===== src/rtl/block_seq_pkg.sv =====
// Shared definitions for the block read sequencer: FSM states and buffer/FIFO geometry.
package block_seq_pkg;

    localparam int FIFO_DEPTH        = 4;
    localparam int BRAM_READ_LATENCY = 2;

    typedef enum logic [1:0] {
        ST_IDLE,
        ST_RUN,
        ST_DRAIN,
        ST_DONE
    } seq_state_t;

endpackage


===== src/rtl/block_fifo.sv =====
// Show-ahead FIFO: the head entry is presented on o_data while o_empty is low.
// DEPTH must be a power of two so the pointers wrap naturally.
module block_fifo #(
    parameter int WIDTH = 32,
    parameter int DEPTH = 4
) (
    input  logic             i_clk,
    input  logic             i_rst_n,
    input  logic             i_push,
    input  logic [WIDTH-1:0] i_data,
    input  logic             i_pop,
    output logic [WIDTH-1:0] o_data,
    output logic             o_empty,
    output logic             o_full
);

    localparam int AW = $clog2(DEPTH);
    localparam logic [AW:0] FULL_CNT = (AW+1)'(DEPTH);

    logic [WIDTH-1:0] r_mem [DEPTH];
    logic [AW-1:0]    r_wr_ptr;
    logic [AW-1:0]    r_rd_ptr;
    logic [AW:0]      r_count;
    logic             w_do_push;
    logic             w_do_pop;

    assign o_empty   = (r_count == '0);
    assign o_full    = (r_count == FULL_CNT);
    assign o_data    = r_mem[r_rd_ptr];
    assign w_do_pop  = i_pop && !o_empty;
    // A pop in the same cycle frees the slot, so a full FIFO can still accept.
    assign w_do_push = i_push && (!o_full || w_do_pop);

    always_ff @(posedge i_clk or negedge i_rst_n) begin
        if (!i_rst_n) begin
            r_wr_ptr <= '0;
            r_rd_ptr <= '0;
            r_count  <= '0;
            for (int i = 0; i < DEPTH; i++) begin
                r_mem[i] <= '0;
            end
        end else begin
            if (w_do_push) begin
                r_mem[r_wr_ptr] <= i_data;
                r_wr_ptr        <= r_wr_ptr + 1'b1;
            end
            if (w_do_pop) begin
                r_rd_ptr <= r_rd_ptr + 1'b1;
            end
            case ({w_do_push, w_do_pop})
                2'b10:   r_count <= r_count + 1'b1;
                2'b01:   r_count <= r_count - 1'b1;
                default: r_count <= r_count;
            endcase
        end
    end

endmodule


===== src/rtl/block_read_sequencer.sv =====
// Streams one pass of NUM_BLOCKS blocks from a 2-cycle-latency block buffer, credit-limited by a small FIFO.
// Optional XOR checksum output is enabled by defining BLOCK_READ_SEQ_CHECKSUM_EN.
module block_read_sequencer
    import block_seq_pkg::*;
#(
    parameter int REGISTER_SIZE = 32,
    parameter int NUM_BLOCKS    = 128
) (
    input  logic                          clk_in,
    input  logic                          rst_n_in,
    input  logic                          start_in,
    output logic                          busy_out,
    output logic                          read_next_block_valid_out,
    input  logic [REGISTER_SIZE-1:0]      read_block_in,
    input  logic                          read_block_valid_in,
    output logic [REGISTER_SIZE-1:0]      block_out,
    output logic                          block_valid_out,
    input  logic                          block_ready_in,
    output logic [$clog2(NUM_BLOCKS)-1:0] block_index_out,
    output logic                          block_last_out,
    output logic                          done_out,
    output logic                          overflow_err_out
`ifdef BLOCK_READ_SEQ_CHECKSUM_EN
    ,
    output logic [REGISTER_SIZE-1:0]      checksum_out
`endif
);

    localparam int IDX_W  = $clog2(NUM_BLOCKS);
    localparam int CNT_W  = $clog2(NUM_BLOCKS + 1);
    localparam int CRED_W = $clog2(FIFO_DEPTH + 1);

    seq_state_t       r_state;
    logic [CNT_W-1:0] r_issued;
    logic [CRED_W-1:0] r_credit;
    logic [IDX_W-1:0] r_index;
    logic             r_req;
    logic             r_busy;
    logic             r_done;
    logic             r_overflow;

    logic              w_xfer;
    logic              w_fifo_empty;
    logic              w_fifo_full;
    logic [CRED_W-1:0] w_credit_nxt;
    logic [CNT_W-1:0]  w_issued_nxt;
    logic              w_more;
    logic              w_credit_ok;

    block_fifo #(
        .WIDTH (REGISTER_SIZE),
        .DEPTH (FIFO_DEPTH)
    ) u_fifo (
        .i_clk   (clk_in),
        .i_rst_n (rst_n_in),
        .i_push  (read_block_valid_in),
        .i_data  (read_block_in),
        .i_pop   (w_xfer),
        .o_data  (block_out),
        .o_empty (w_fifo_empty),
        .o_full  (w_fifo_full)
    );

    assign block_valid_out           = !w_fifo_empty;
    assign w_xfer                    = block_valid_out && block_ready_in;
    assign block_index_out           = r_index;
    assign block_last_out            = block_valid_out && (r_index == IDX_W'(NUM_BLOCKS - 1));
    assign busy_out                  = r_busy;
    assign done_out                  = r_done;
    assign read_next_block_valid_out = r_req;
    assign overflow_err_out          = r_overflow;

    // Credits count blocks requested but not yet handed downstream, so the FIFO can never overfill.
    assign w_credit_nxt = r_credit + CRED_W'(r_req) - CRED_W'(w_xfer);
    assign w_issued_nxt = r_issued + CNT_W'(r_req);
    assign w_more       = (w_issued_nxt < CNT_W'(NUM_BLOCKS));
    assign w_credit_ok  = (w_credit_nxt < CRED_W'(FIFO_DEPTH));

    always_ff @(posedge clk_in or negedge rst_n_in) begin
        if (!rst_n_in) begin
            r_state    <= ST_IDLE;
            r_issued   <= '0;
            r_credit   <= '0;
            r_index    <= '0;
            r_req      <= 1'b0;
            r_busy     <= 1'b0;
            r_done     <= 1'b0;
            r_overflow <= 1'b0;
        end else begin
            r_credit <= w_credit_nxt;
            r_issued <= w_issued_nxt;
            r_done   <= 1'b0;
            if (w_xfer) begin
                r_index <= r_index + 1'b1;
            end
            if (read_block_valid_in && w_fifo_full && !w_xfer) begin
                r_overflow <= 1'b1;
            end
            case (r_state)
                ST_IDLE: begin
                    if (start_in) begin
                        r_state  <= ST_RUN;
                        r_busy   <= 1'b1;
                        r_req    <= 1'b1;
                        r_issued <= '0;
                        r_index  <= '0;
                    end
                end
                ST_RUN: begin
                    r_req <= w_more && w_credit_ok;
                    if (!w_more) begin
                        r_state <= ST_DRAIN;
                    end
                end
                ST_DRAIN: begin
                    // No requests remain, so zero credits means the final block just left.
                    if (w_credit_nxt == '0) begin
                        r_state <= ST_DONE;
                        r_done  <= 1'b1;
                    end
                end
                ST_DONE: begin
                    r_state <= ST_IDLE;
                    r_busy  <= 1'b0;
                end
                default: r_state <= ST_IDLE;
            endcase
        end
    end

`ifdef BLOCK_READ_SEQ_CHECKSUM_EN
    logic [REGISTER_SIZE-1:0] r_checksum;

    assign checksum_out = r_checksum;

    always_ff @(posedge clk_in or negedge rst_n_in) begin
        if (!rst_n_in) begin
            r_checksum <= '0;
        end else if ((r_state == ST_IDLE) && start_in) begin
            r_checksum <= '0;
        end else if (w_xfer) begin
            r_checksum <= r_checksum ^ block_out;
        end
    end
`endif

endmodule


===== config.mk =====
export PLATFORM = sky130hd
export DESIGN_NAME = block_read_sequencer
export DESIGN_NICKNAME = d
export VERILOG_FILES = /design/src/rtl/block_seq_pkg.sv /design/src/rtl/block_fifo.sv /design/src/rtl/block_read_sequencer.sv
export SDC_FILE = /design/constraint.sdc
export NUM_CORES = 1
export LEC_CHECK = 0
export CAP_MARGIN = 15
export CORE_MARGIN = 2
export CORE_UTILIZATION = 56
export DETAILED_ROUTE_END_ITERATION = 10
export PLACE_DENSITY = 0.84
export SKIP_LAST_GASP = 1
export SLEW_MARGIN = 40
export SYNTH_ARGS = -nofsm -noshare
export SYNTH_HDL_FRONTEND = slang
export SYNTH_SLANG_ARGS = --single-unit

===== constraint.sdc =====
create_clock -name clk_in -period 3.7 [get_ports clk_in]
set_input_delay 0.555 -clock clk_in [delete_from_list [all_inputs] [get_ports clk_in]]
set_output_delay 0.555 -clock clk_in [all_outputs]
set_load 0.005 [all_outputs]

==> reports/metrics.yaml <==
status:
  status: "finished, final reports clean"
sta:
  fmax_mhz: 346.2
  min_period_over_period_pct: 78.06
  worst_pin_slew_ps: 770.1
  setup_viol_count_final: 0
  timing.final.crit_period_ps: 2888
  grt_setup_unrepaired: "false"
  hold_violations: 0
  holdWs_ps: 172.6
  relSlewSlack_pct: 48.56
  skew_ps: 6.968
  fin_setup_tns_ps: 0
  final-max-slew-violation-count: 0
synthesis:
  ys_seq_elements: 159
  ys_types: 35
  ys_seq_area_share_pct: 56.03
  synth_edf_count: 0
  synthCells: 459
  synth_nets: 512
  synth_flop_cell: "dfrtp_1"
  synth.avg_cell_area_um2: 15.47
  synthArstFlopShare_pct: 100.0
  yosys_warnings: 0
  netlist_area_um2: 7102
grt:
  grt_pass1_vias: 4383
  antenna_found_initial: 0
  overflow: 0
  grt_max_degree: 82
  grt_first_pass_wirelength_um: 22250
  track_usage_pct: 22.06
cells_and_area:
  fill_cells: 865
  nNetsFinal: 595
  mostFrequentLayoutCells: "dfrtp_1, mux2_1, clkdlybuf4s50_1"
  final_layout_size_suffix_gt1_share_pct: 13.74
  areaGrowthSynthToFinish_pct: 23.01
  fin_util_pct: 69.79
  mostFrequentLayoutCell: "dfrtp_1"
  num_antenna_cells: 0
clock_tree:
  clk_pin_slew_ps: 60
  ctsResizeCount: 0
  cts_root_buffer: "clkbuf_16"
  postCtsHoldBufs: 0
  cts_setup_buffers: 0
  h-tree-depth: 4
  cts-buffers-inserted: 17
  cts_tree: "built"
  clk_latency_ps: 420
  cts_sinks: 159
  clk_path_buf_depth: 2
power:
  power_density_nw_per_um2: 945.4
  swShare_pct: 28.98
  seqPwrFrac_pct: 38.4
  switchingPower_uw: 2393
  leakage_uw: 0.003737
  ir_worst_vdd_v: 0.0004337
  power_frac_clock_pct: 22.6
  comb_power_share_pct: 39.0
  p_int_uw: 5866
worst_setup_path:
  worstPathCellList: "clkdlybuf4s50_1 > o31a_1 > ha_1 > inv_1 > ha_1 > inv_1 > fa_1 > xor2_1 > xnor2_1 > nand2_1 > a221o_1 > mux2_4"
  crit_path_max_incr_delay_ps: 520
  path_class: "input port to flip-flop"
  cp.required_ps: 4000
  crit_slowest_cell: "clkdlybuf4s50_1"
  cp-end-kind: "flip-flop"
  setup.worst_path.start_class: "input port"
  worst-path-max-fanout: 4
  cp_data_arrival_time_ps: 3190
drt:
  avgRoutedWirePerCell_um: 18.80
  wirelength_um: 13630
  drtPass1Iterations: 6
  drtIter0Drc: 217
  ant_nets: 0
  dr_total_vias: 4050
  drc: 0
  routed_via_density: 5.586
die:
  die_h_um: 116.6
  die_w_um: 116.6
  core.rowCount: 41
  start_util_pct: 56.74
  die_area_um2: 13600
  fp.coreArea_um2: 12520
  num_io_pins: 82
flow_run:
  maxCapViolations: 0
place:
  io_buffers: 81
  dp_hpwl_um: 8898
  gp_congestion: 0.7846
hold_path:
  hold_class: "input port to async pin"
==> cells in the mapped netlist, types with 2 or more instances <==
library cell / count / area, um^2
dfrtp_1: 159 / 3979
mux2i_1: 3 / 30.03
nand4_1: 3 / 18.77
o21ai_1: 2 / 10.01
nand2_1: 8 / 30.03
mux4_2: 32 / 720.7
o31a_1: 2 / 17.52
xor2_1: 11 / 96.34
ha_1: 14 / 175.2
buf_4: 12 / 90.09
nor3_1: 2 / 10.01
a21oi_1: 3 / 15.01
clkbuf_1: 7 / 26.28
mux2_1: 128 / 1441
o21ai_0: 2 / 10.01
and3_1: 3 / 18.77
nand2_2: 4 / 25.02
nand3_1: 3 / 15.01
buf_2: 5 / 25.02
nor2_1: 14 / 52.55
or3_1: 3 / 18.77
xnor2_1: 7 / 61.31
inv_1: 15 / 56.30
fa_1: 2 / 40.04
nor2b_1: 5 / 31.28
==> final timing paths <==
kind                                                    start                            to  slack [ps]  cells after the start
max in group asynchronous                            rst_n_in  u_fifo.r_mem[67]$_DFFE_PN0P_        2650                      2
worst min register to register   overflow_err_out$_DFFE_PN0P_  overflow_err_out$_DFFE_PN0P_         450                      1
worst max-delay path                           block_ready_in        r_state[1]$_DFFE_PN0P_         810                     12
worst max register to register  u_fifo.r_count[0]$_DFFE_PN0P_        r_state[1]$_DFFE_PN0P_         830                     11
worst min-delay path                                 rst_n_in  u_fifo.r_mem[71]$_DFFE_PN0P_         170                      1
min in group clk_in              overflow_err_out$_DFFE_PN0P_  overflow_err_out$_DFFE_PN0P_         450                      1
==> power groups by stage <==
stage / clock, uW / sequential, uW / combinational (uW)
3_3_place_gp: 0 / 3100 / 3160
2_1_floorplan: 0 / 2940 / 2080
4_1_cts: 1900 / 3170 / 3290
5_1_grt: 1980 / 3270 / 3540
3_5_place_dp: 0 / 3190 / 3270
6_report: 1860 / 3170 / 3220
==> state kept, by name, summed over array words and instances (netlist names) <==
| name | cells |
|---|---|
| busy_out | 1 |
| r_state | 2 |
| done_out | 1 |
| r_issued | 8 |
| u_fifo.r_count | 3 |
| r_credit | 3 |
| overflow_err_out | 1 |
| block_index_out | 7 |
| u_fifo.r_wr_ptr | 2 |
| u_fifo.r_mem | 128 |
| read_next_block_valid_out | 1 |
| u_fifo.r_rd_ptr | 2 |
==> worst max-delay path: cells and delay by family <==
kind                     cells  cell delay [ps]
AO/OA/AOI/OAI                2              490
XOR/XNOR                     2              410
adder cells (fa/ha/maj)      3              720
buffers and inverters        3              620
multiplexers                 1              300
AND/OR/NAND/NOR              1               90
==> per-layer routing <==
layer / up-vias / global-route usage [%] / wire [um]
li1: 1814 / - / -
met1: 2139 / 27.76 / 5873
met2: 82 / 36.67 / 6908
met3: 15 / 6.487 / 611
met4: 0 / 8.157 / 239
met5: - / 0 / 0
==> stage by stage <==
| stage | power [uW] | std cells | setup slack [ps] | cell area [um^2] |
|---|---|---|---|---|
| 2_1_floorplan | 5023 | 459 | 989.1 | 7102 |
| 3_3_place_gp | 6263 | 695 | 444.4 | 8105 |
| 3_5_place_dp | 6459 | 695 | 382.5 | 8108 |
| 4_1_cts | 8363 | 725 | 814.1 | 8736 |
| 5_1_grt | 8794 | 725 | 666.0 | 8736 |
| 6_report | 8259 | 725 | 811.8 | 8736 |
==> cells by family after synthesis <==
| family | Yosys count | synth area share (%) |
|---|---|---|
| buffers and inverters | 40 | 2.836 |
| DFF | 159 | 56.03 |
| adders and majority gates | 16 | 3.030 |
| muxes | 164 | 31.08 |
| xor gates and xnor gates | 18 | 2.220 |
| and+or+nand+nor | 49 | 3.594 |
| AOI/OAI and AO/OA | 13 | 1.216 |
==> cell type report <==
cell class | instances | area (um^2) | share of cell area (%)
Sequential cell | 159 | 3984 | 45.60
Clock inverter | 7 | 160.2 | 1.833
Tap cell | 172 | 215.2 | 2.463
Timing Repair Buffer | 88 | 927.1 | 10.61
Multi-Input combinational cell | 260 | 2922 | 33.44
Clock buffer | 23 | 467.9 | 5.357
Inverter | 16 | 60.06 | 0.6875
No activity file was read; power rests on OpenSTA's default activity.
